**config.mk**
```make
export PLATFORM = sky130hd
export DESIGN_NAME = dds_sweep_ctrl
export DESIGN_NICKNAME = d
export VERILOG_FILES = /design/src/rtl/dds_pkg.sv /design/src/rtl/dds_step_calc.sv /design/src/rtl/dds_sweep_ctrl.sv
export SDC_FILE = /design/constraint.sdc
export NUM_CORES = 1
export LEC_CHECK = 0
export ABC_CLOCK_PERIOD_IN_PS = 6850
export BUFFER_PORTS_ARGS = -buffer_cell sky130_fd_sc_hd__buf_4
export CAP_MARGIN = 10
export CORE_MARGIN = 8
export CORE_UTILIZATION = 35
export CTS_CLUSTER_SIZE = 10
export DETAILED_ROUTE_END_ITERATION = 6
export GPL_TIMING_DRIVEN = 0
export PLACE_DENSITY = 0.49
export REMOVE_ABC_BUFFERS = 1
export SYNTH_ARGS = -nofsm -noshare
export SYNTH_HDL_FRONTEND = slang
export SYNTH_SLANG_ARGS = --single-unit
export TNS_END_PERCENT = 5
```
**constraint.sdc**
```tcl
create_clock -name clk -period 6.85 [get_ports clk]
set_input_delay 0.3425 -clock clk [delete_from_list [all_inputs] [get_ports clk]]
set_output_delay 0.3425 -clock clk [all_outputs]
set_load 0.02 [all_outputs]
```
**src/rtl/dds_pkg.sv**
```systemverilog
// rtl/dds_pkg.sv - shared constants and state encoding for the DDS sweep controller
package dds_pkg;

    // Default frequency-word width, matching the DDS f_word input
    localparam int FW_DEF = 26;

    // Sweep modes
    localparam logic [1:0] MODE_SINGLE = 2'b00;
    localparam logic [1:0] MODE_REPEAT = 2'b01;
    localparam logic [1:0] MODE_TRI    = 2'b10;
    localparam logic [1:0] MODE_TONE   = 2'b11;

    // Waveform selects understood by the DDS
    localparam logic [1:0] WAVE_SIN = 2'b00;
    localparam logic [1:0] WAVE_TRI = 2'b01;
    localparam logic [1:0] WAVE_SAW = 2'b10;
    localparam logic [1:0] WAVE_SQR = 2'b11;

    typedef enum logic [1:0] {
        ST_IDLE = 2'b00,
        ST_RUN  = 2'b01,
        ST_DONE = 2'b10
    } state_t;

endpackage

```
**src/rtl/dds_step_calc.sv**
```systemverilog
// rtl/dds_step_calc.sv - combinational next frequency word with clamp to the stop value
//   cur    : current frequency word
//   stop   : endpoint being approached
//   step   : unsigned step magnitude
//   dir_up : 1 steps upward, 0 steps downward
//   next   : next frequency word, never beyond stop
module dds_step_calc
    import dds_pkg::*;
#(
    parameter int FW = FW_DEF
) (
    input  logic [FW-1:0] cur,
    input  logic [FW-1:0] stop,
    input  logic [FW-1:0] step,
    input  logic          dir_up,
    output logic [FW-1:0] next
);

    logic [FW:0] sum;
    logic [FW:0] lim;

    always_comb begin
        // One extra bit so a wrapped sum still compares above stop
        sum  = {1'b0, cur} + {1'b0, step};
        lim  = {1'b0, stop} + {1'b0, step};
        next = cur;
        if (dir_up) begin
            if (sum[FW] || (sum > {1'b0, stop})) begin
                next = stop;
            end else begin
                next = sum[FW-1:0];
            end
        end else begin
            // cur < stop + step means subtracting would pass (or wrap below) stop
            if ({1'b0, cur} < lim) begin
                next = stop;
            end else begin
                next = cur - step;
            end
        end
    end

endmodule

```
**src/rtl/dds_sweep_ctrl.sv**
```systemverilog
// rtl/dds_sweep_ctrl.sv - frequency sweep sequencer driving the DDS control inputs
//   clk, rst           : clock, asynchronous active-high reset
//   cfg_valid/ready    : configuration handshake, accepted only when idle
//   cfg_*              : sweep configuration fields latched into shadow registers
//   start, abort       : single-cycle sweep control pulses
//   f_word, wave_c,
//   p_word, amplitude  : registered DDS control outputs
//   busy, seg_tick,
//   sweep_done         : sweep progress indicators
module dds_sweep_ctrl
    import dds_pkg::*;
#(
    parameter int FW = FW_DEF,
    parameter int DW = 24
) (
    input  logic          clk,
    input  logic          rst,
    input  logic          cfg_valid,
    output logic          cfg_ready,
    input  logic [FW-1:0] cfg_f_start,
    input  logic [FW-1:0] cfg_f_stop,
    input  logic [FW-1:0] cfg_f_step,
    input  logic [DW-1:0] cfg_dwell,
    input  logic [1:0]    cfg_mode,
    input  logic [1:0]    cfg_wave,
    input  logic [11:0]   cfg_p_word,
    input  logic [4:0]    cfg_amp,
    input  logic          start,
    input  logic          abort,
    output logic [FW-1:0] f_word,
    output logic [1:0]    wave_c,
    output logic [11:0]   p_word,
    output logic [4:0]    amplitude,
    output logic          busy,
    output logic          seg_tick,
    output logic          sweep_done
);

    state_t state;
    state_t state_nxt;

    // Shadow configuration
    logic [FW-1:0] sh_start;
    logic [FW-1:0] sh_stop;
    logic [FW-1:0] sh_step;
    logic [DW-1:0] sh_dwell;
    logic [1:0]    sh_mode;

    // Working endpoints; triangle mode swaps these at each turn
    logic [FW-1:0] run_start;
    logic [FW-1:0] run_stop;
    logic          dir_up;
    logic [DW-1:0] dwell_cnt;

    logic [FW-1:0] fwd_next;
    logic [FW-1:0] rev_next;
    logic          cfg_fire;
    logic          dwell_end;
    logic          at_end;
    logic          single_end;

    assign cfg_fire   = cfg_valid && (state == ST_IDLE);
    assign dwell_end  = (dwell_cnt == '0);
    assign at_end     = (f_word == run_stop);
    // A zero step never reaches stop, so single mode finishes after one dwell
    assign single_end = (sh_mode == MODE_SINGLE) && (at_end || (sh_step == '0));

    dds_step_calc #(.FW(FW)) u_fwd (
        .cur    (f_word),
        .stop   (run_stop),
        .step   (sh_step),
        .dir_up (dir_up),
        .next   (fwd_next)
    );

    // Step away from the endpoint just reached, toward the old start
    dds_step_calc #(.FW(FW)) u_rev (
        .cur    (f_word),
        .stop   (run_start),
        .step   (sh_step),
        .dir_up (~dir_up),
        .next   (rev_next)
    );

    always_ff @(posedge clk or posedge rst) begin
        if (rst) begin
            state <= ST_IDLE;
        end else begin
            state <= state_nxt;
        end
    end

    always_comb begin
        state_nxt  = state;
        cfg_ready  = 1'b0;
        busy       = 1'b0;
        sweep_done = 1'b0;
        case (state)
            ST_IDLE: begin
                cfg_ready = 1'b1;
                if (start && !abort) begin
                    state_nxt = ST_RUN;
                end
            end
            ST_RUN: begin
                busy = 1'b1;
                if (abort) begin
                    state_nxt = ST_IDLE;
                end else if ((sh_mode != MODE_TONE) && dwell_end && single_end) begin
                    state_nxt = ST_DONE;
                end
            end
            ST_DONE: begin
                sweep_done = 1'b1;
                state_nxt  = ST_IDLE;
            end
            default: begin
                state_nxt = ST_IDLE;
            end
        endcase
    end

    always_ff @(posedge clk or posedge rst) begin
        if (rst) begin
            sh_start  <= '0;
            sh_stop   <= '0;
            sh_step   <= '0;
            sh_dwell  <= DW'(1);
            sh_mode   <= MODE_SINGLE;
            run_start <= '0;
            run_stop  <= '0;
            dir_up    <= 1'b1;
            dwell_cnt <= '0;
            f_word    <= '0;
            wave_c    <= WAVE_SIN;
            p_word    <= '0;
            amplitude <= 5'd1;
            seg_tick  <= 1'b0;
        end else begin
            seg_tick <= 1'b0;
            if (cfg_fire) begin
                sh_start  <= cfg_f_start;
                sh_stop   <= cfg_f_stop;
                sh_step   <= cfg_f_step;
                sh_dwell  <= (cfg_dwell == '0) ? DW'(1) : cfg_dwell;
                sh_mode   <= cfg_mode;
                wave_c    <= cfg_wave;
                p_word    <= cfg_p_word;
                amplitude <= (cfg_amp == 5'd0) ? 5'd1 : cfg_amp;
            end
            if ((state == ST_IDLE) && start && !abort) begin
                f_word    <= sh_start;
                run_start <= sh_start;
                run_stop  <= sh_stop;
                dir_up    <= (sh_start <= sh_stop);
                dwell_cnt <= sh_dwell - DW'(1);
            end else if ((state == ST_RUN) && !abort && (sh_mode != MODE_TONE)) begin
                if (!dwell_end) begin
                    dwell_cnt <= dwell_cnt - DW'(1);
                end else begin
                    dwell_cnt <= sh_dwell - DW'(1);
                    if (!at_end) begin
                        f_word   <= fwd_next;
                        seg_tick <= (fwd_next != f_word);
                    end else if (sh_mode == MODE_REPEAT) begin
                        f_word   <= run_start;
                        dir_up   <= (run_start <= run_stop);
                        seg_tick <= (run_start != f_word);
                    end else if (sh_mode == MODE_TRI) begin
                        run_start <= run_stop;
                        run_stop  <= run_start;
                        dir_up    <= ~dir_up;
                        f_word    <= rev_next;
                        seg_tick  <= (rev_next != f_word);
                    end
                end
            end
        end
    end

endmodule

```
* After elaboration in Yosys (flattened, before gate mapping) *
Index checks and enable logic that the tools add are counted.

operators by class
  magnitude comparators = 6
  reductions and logical operators = 28
  bitwise logic cells = 1
  multiplexer cells = 48
  eq/ne operators = 13
  $add $sub $neg = 6

operators by type and width
  kind                                                  count
  2-to-1 mux 26 bit                                     24
  2-to-1 mux 24 bit                                     4
  adder 26 x 26 -> 27 bit                               3
  != test 26 bit                                        3
  greater-than comparator 27 x 26 -> 1 bit              2
  < comparator 26 x 27 -> 1 bit                         2
  less-or-equal comparator 26 bit                       2
  logical NOT 24 bit                                    2
  subtractor 24 x 1 -> 24 bit (second input constant)   2
  equality test 26 bit                                  1
  logical NOT 26 bit                                    1
  subtractor 26 bit                                     1
  2-to-1 mux 1 bit                                      15
  logical AND 1 bit                                     9
  nonzero test 2 bit                                    4
  2-to-1 mux 2 bit                                      3
  logical NOT 5 bit                                     1
  2-to-1 mux 5 bit                                      1
  AND reduction 5 bit                                   1
  equality test 2 x 1 -> 1 bit (second input constant)  2
  equality test 2 bit (second input constant)           2
  logical NOT 2 bit                                     2
  != test 2 bit (second input constant)                 2
  != test 4 x 1 -> 1 bit (second input constant)        1
  other kinds (10)                                      12

storage, ports and cells
  bits of input ports = 128
  bits in registers = 229

* Depth between registers and ports, before layout *
  word-level depth = 12
  mapped depth = 33
  mapped depth without buffers = 30

* By module *
A second synthesis with hierarchy kept.

unflattened totals
  cell total of the unflattened synthesis = 2900
  area total of the unflattened synthesis = 24638.6 sq um

by module, submodules not included
  module                 instances  cells an instance  sequential area each (sq um)  area an instance (sq um)
  dds_sweep_ctrl         1          1350               5734.2                        13595.5
  dds_step_calc (u_fwd)  1          780                0.0                           5606.6
  dds_step_calc (u_rev)  1          770                0.0                           5436.5

* Worst setup path after synthesis *
Ideal clock, no wire load.

  path type = register to register
  start = reg sh_step[1]
  end = reg seg_tick
  setup slack = 0.812 ns
  stages on the path, launching flop included = 33
  data arrival time = 5.908 ns
  path through = dfrtp_1 ha_1 a21o_1 a21oi_1 o21bai_1 a21oi_1 o21ai_0 nand2_1 a21boi_0 a221oi_1 a211oi_1 a21oi_1 a2111oi_0 o21ai_0 nand2b_1 xnor2_1 ha_1 nand3_1 nor4_1 nand4_1 nor4_1 or2_0 buf_2 a21boi_4 buf_6 nor3_2 or4_4 a2111oi_4 nand4_1 nor4_2 nand2b_1 nand3_1 a221oi_2

between the ends
  cells in the longest elaborated chain, start to end = 12
  elaborated cells on any way between the ends = 24

ends and longest elaborated chain
  what                                      line                   source
  start, declared                           dds_sweep_ctrl.sv:45   logic [FW-1:0] sh_step;
  start signal, assigned                    dds_sweep_ctrl.sv:144  sh_step <= cfg_f_step;
  adder 26 x 26 -> 27 bit                   dds_step_calc.sv:24    sum = {1'b0, cur} + {1'b0, step};
  greater-than comparator 27 x 26 -> 1 bit  dds_step_calc.sv:28    if (sum[FW] || (sum > {1'b0, stop})) begin
  logical OR 1 bit                          dds_step_calc.sv:28
  2-to-1 mux 26 bit                         dds_step_calc.sv:28
  2-to-1 mux 26 bit                         dds_step_calc.sv:27    if (dir_up) begin
  != test 26 bit                            dds_sweep_ctrl.sv:174  seg_tick <= (rev_next != f_word);
  2-to-1 mux 1 bit                          dds_sweep_ctrl.sv:169  end else if (sh_mode == MODE_TRI) begin
  2-to-1 mux 1 bit                          dds_sweep_ctrl.sv:165  end else if (sh_mode == MODE_REPEAT) begin
  2-to-1 mux 1 bit (*)                      dds_sweep_ctrl.sv:162  if (!at_end) begin
  2-to-1 mux 1 bit (*)                      dds_sweep_ctrl.sv:158  if (!dwell_end) begin
  2-to-1 mux 1 bit (*)                      dds_sweep_ctrl.sv:157  end else if ((state == ST_RUN) && !abort && (sh_mode != MODE_TONE)) begin
  2-to-1 mux 1 bit (*)                      dds_sweep_ctrl.sv:151  if ((state == ST_IDLE) && start && !abort) begin
  end signal, assigned                      dds_sweep_ctrl.sv:164  seg_tick <= (fwd_next != f_word);
  end signal, assigned                      dds_sweep_ctrl.sv:168  seg_tick <= (run_start != f_word);
  end signal, assigned                      dds_sweep_ctrl.sv:174
  end, declared                             dds_sweep_ctrl.sv:35   output logic seg_tick,

Every way passes the cells marked *; elsewhere a longest branch is shown, timed or not.
A chain may end at the register's enable or synchronous reset.

* Worst setup path in the final report *
  start = reg run_stop[3]
  end = reg seg_tick

between the ends
  cells in the longest elaborated chain, start to end = 9
  elaborated cells on any way between the ends = 13

ends and longest elaborated chain
  what                                                                                 line                                      source
  start, declared                                                                      dds_sweep_ctrl.sv:51                      logic [FW-1:0] run_stop;
  start signal, assigned                                                               dds_sweep_ctrl.sv:154                     run_stop <= sh_stop;
  start signal, assigned                                                               dds_sweep_ctrl.sv:171                     run_stop <= run_start;
  adder 26 x 26 -> 27 bit or greater-than comparator 27 x 26 -> 1 bit (tied branches)  dds_step_calc.sv:25, dds_step_calc.sv:28
  < comparator 26 x 27 -> 1 bit or logical OR 1 bit (tied branches)                    dds_step_calc.sv:35, dds_step_calc.sv:28
  2-to-1 mux 26 bit (on tied branches)                                                 dds_step_calc.sv:35, dds_step_calc.sv:28
  2-to-1 mux 26 bit                                                                    dds_step_calc.sv:27
  != test 26 bit                                                                       dds_sweep_ctrl.sv:164
  2-to-1 mux 1 bit (*)                                                                 dds_sweep_ctrl.sv:162
  2-to-1 mux 1 bit (*)                                                                 dds_sweep_ctrl.sv:158
  2-to-1 mux 1 bit (*)                                                                 dds_sweep_ctrl.sv:157
  2-to-1 mux 1 bit (*)                                                                 dds_sweep_ctrl.sv:151

Marked as above.

==> impl_metrics.yaml <==
cells_and_area:
  design_area_um2: 28500
  syn2layout_area_growth_pct: 25.0
  instances_no_fill: 3986
  final_common_cell: "nand2_1"
  drive_above_1_share: 0.178
  layout_common_cells: "nand2_1 (306), ha_1 (252), buf_4 (239)"
  final_nets: 3501
synth:
  synthFlopType: "dfrtp_1"
  syn-cell-area_um2: 22800
  ys_seq_area_frac: 0.252
  synth_edf_count: 0
  synthArstFlopShare: 1.00
  synthTopCellsByArea: "dfrtp_1 (25%), ha_1 (15%), nand2_1 (5.1%)"
  ys_ff_latch: 229
  netlist_instances: 2830
  synth_top_area_frac: 0.248
  yosys.area.top_type: "dfrtp_1"
  synth.distinct_cells: 104
  syn_area_per_cell_um2: 8.05
  yosys_warnings: 0
global_route:
  grt_max_degree: 116
  grt_usage: 0.254
  grt_pass1_wl_um: 145000
  antenna_found_initial: 2
  grt.overflow.total: 0
  grt_pass1_vias: 23000
status:
  status: "finished with violations"
  violations: "DRC, setup timing"
setup_path:
  crit_cells: 28
  critPathLaunch: "run_stop[3]"
  startpoint_type: "flop"
  cp_slowest_stage_delay_ns: 0.69
  cp_num_buf_inv: 1
  r2r_start: "run_stop[3]"
  regToRegEndpoint: "seg_tick"
  crit_family: "compound AO/OA/AOI/OAI gates"
  critPathCapture: "seg_tick"
  r2r_setup_slack_ns: -0.09
  cpMaxStageDelayCell: "dfrtp_1"
  arrival_ns: 7.40
  cpMostUsedCell: "a21oi_2"
  criticalPathCategory: "reg2reg"
  critPathCaptureType: "flop"
  cp_max_fo: 9
  reg2regPathDepth: 28
  worst_ep_required_time_ns: 7.31
die:
  row_count: 93
  design.core.area_um2: 64300
  die-area_um2: 73500
  die_w_um: 271
  die_h_um: 271
  start_util: 0.354
  ioPinCount: 177
cts:
  cts.sinks: 229
  clock-root-buffer: "clkbuf_16"
  ctsHtreeMaxLevel: 1
  clk_pin_slew_ns: 0.06
  clockBufferDepth: 3
  cts_tree: "built"
  tritoncts.num_buffers: 31
  clk_latency_ns: 0.61
route:
  avgRoutedWirePerCell_um: 24.8
  drtIter0Drc: 2276
  ant_nets: 0
  dr.pass1.iters: 7
  via_per_inst: 5.85
  vias: 23300
  drcViolationCount: 1
  drt-total-wl_um: 98800
timing:
  period_share: 1.01
  whs_ns: 0.0196
  finalCriticalPeriod_ns: 6.94
  maxSlewHeadroom: 0.102
  worst_slew_pin_slew_ns: 1.34
  final-setup-viol-count: 1
  hold_viol: 0
  fin_ws_ns: -0.0883
  rsz0062_at_grt: "yes"
  fmax_mhz: 144
  slew_violations: 0
  finClkSkew_ns: 0.0247
placement:
  place_congestion: 0.957
  hpwl_um: 73800
  dpl_cell_area_um2: 25000
  placed_cells: 3742
  io_buffers: 176
  dp_slack_ns: -3.54
pwr:
  p_total_w: 0.0165
  power.density_nw_per_um2: 580
  power_leakage_nw: 12.4
  ir_drop_v: 0.000300
flow_run:
  maxCapViolations: 0
worst_hold_path:
  hold_path_class: "in2reg"
[tightest hold or removal path: cells and delay by family]
kind	cells	cell delay, ns
AND/OR/NAND/NOR	1	0.08
buffers and inverters	1	0.08
AO/OA/AOI/OAI	1	0.08
[logic make-up after synthesis]
logic type / after synthesis / share of synthesized area
AND/OR/NAND/NOR: 886 / 0.183
AO/OA/AOI/OAI: 846 / 0.244
XOR/XNOR: 181 / 0.0699
multiplexers: 92 / 0.0443
adder cells (fa/ha/maj): 268 / 0.149
buffers and inverters: 328 / 0.0583
flip-flops: 229 / 0.252
[final cells by class]
cell class / instances / area [um2]
Antenna cell: 2 / 5.00
Timing Repair Buffer: 381 / 3410
Tap cell: 855 / 1070
Fill cell: 6409 / 35900
Multi-Input combinational cell: 2278 / 16500
Clock buffer: 46 / 852
Sequential cell: 229 / 5770
Inverter: 184 / 706
Clock inverter: 11 / 116
[synthesized netlist by cell type (6+ instances only)]
master     count
nand2_1      310
ha_1         264
dfrtp_1      226
nor2_1       215
o21ai_0      215
a21oi_1      206
inv_1        181
xnor2_1      116
clkbuf_1      94
a31oi_1       71
mux2_2        70
nand3_1       67
xor2_1        64
nor3_1        58
a21o_1        45
nand4_1       45
nor4_1        44
nand2b_1      34
buf_2         30
o21a_1        27
a211oi_1      26
o211ai_1      26
nor2b_1       25
o21bai_1      25
mux2i_1       22
o221ai_1      22
or3_1         15
a221oi_1      14
o31ai_1       13
or2_2         12
a211o_1       11
a22oi_1       11
and2_1        11
a2111oi_0     10
o2111ai_1     10
o22ai_1       10
and3_1         9
buf_1          9
or4_1          8
a221o_1        7
o41ai_1        7
buf_6          6
nand3b_1       6
o211a_1        6
[routing by layer]
metal,track usage,wire length [um]
met5,0,0
met4,0.0957,4360
met1,0.342,43500
met3,0.0393,6750
met2,0.408,44200
[through the flow]
stage / TNS, ns / utilization
2_1_floorplan: -53.30 / -
3_3_place_gp: -1445.48 / 0.381
6_report: -0.0883 / 0.442
5_1_grt: -0.348 / 0.442
3_5_place_dp: -57.70 / 0.388
4_1_cts: -0.180 / 0.431
[power breakdown]
group          internal [W]  switching [W]
Sequential          0.00170        0.00104
Combinational       0.00478        0.00739
Clock              0.000929       0.000674
Total               0.00742        0.00910
[worst min path at each step]
stage	cells past startpoint	endpoint	startpoint	slack (ns)
after floorplan	2	dwell_cnt[11]	dwell_cnt[11]	0.46
after global placement	2	dwell_cnt[11]	dwell_cnt[11]	0.48
after detailed placement	2	p_word[11]	rst	0.25
after CTS	3	sh_step[9]	cfg_f_step[9]	0.002
after global routing	3	sh_step[8]	cfg_f_step[8]	0.03
final	3	sh_step[8]	cfg_f_step[8]	0.02
[flip-flops by register name (all words and copies together) (netlist names)]
| signal | flops |
|---|---|
| f_word | 26 |
| run_start | 26 |
| run_stop | 26 |
| sh_start | 26 |
| sh_step | 26 |
| sh_stop | 26 |
| dwell_cnt | 24 |
| sh_dwell | 24 |
| p_word | 12 |
| amplitude | 5 |
| sh_mode | 2 |
| state | 2 |
| wave_c | 2 |
| dir_up | 1 |
| seg_tick | 1 |
[timing repair]
action	4_1_cts	5_1_grt
endpoints found under the setup margin	27	6
resized for setup	92	88
gates cloned	4	1
hold buffers	120	0
endpoints found under the hold margin	130	0
pin swaps	18	47
buffers inserted	30	29
No activity file was read; power rests on OpenSTA's default activity.
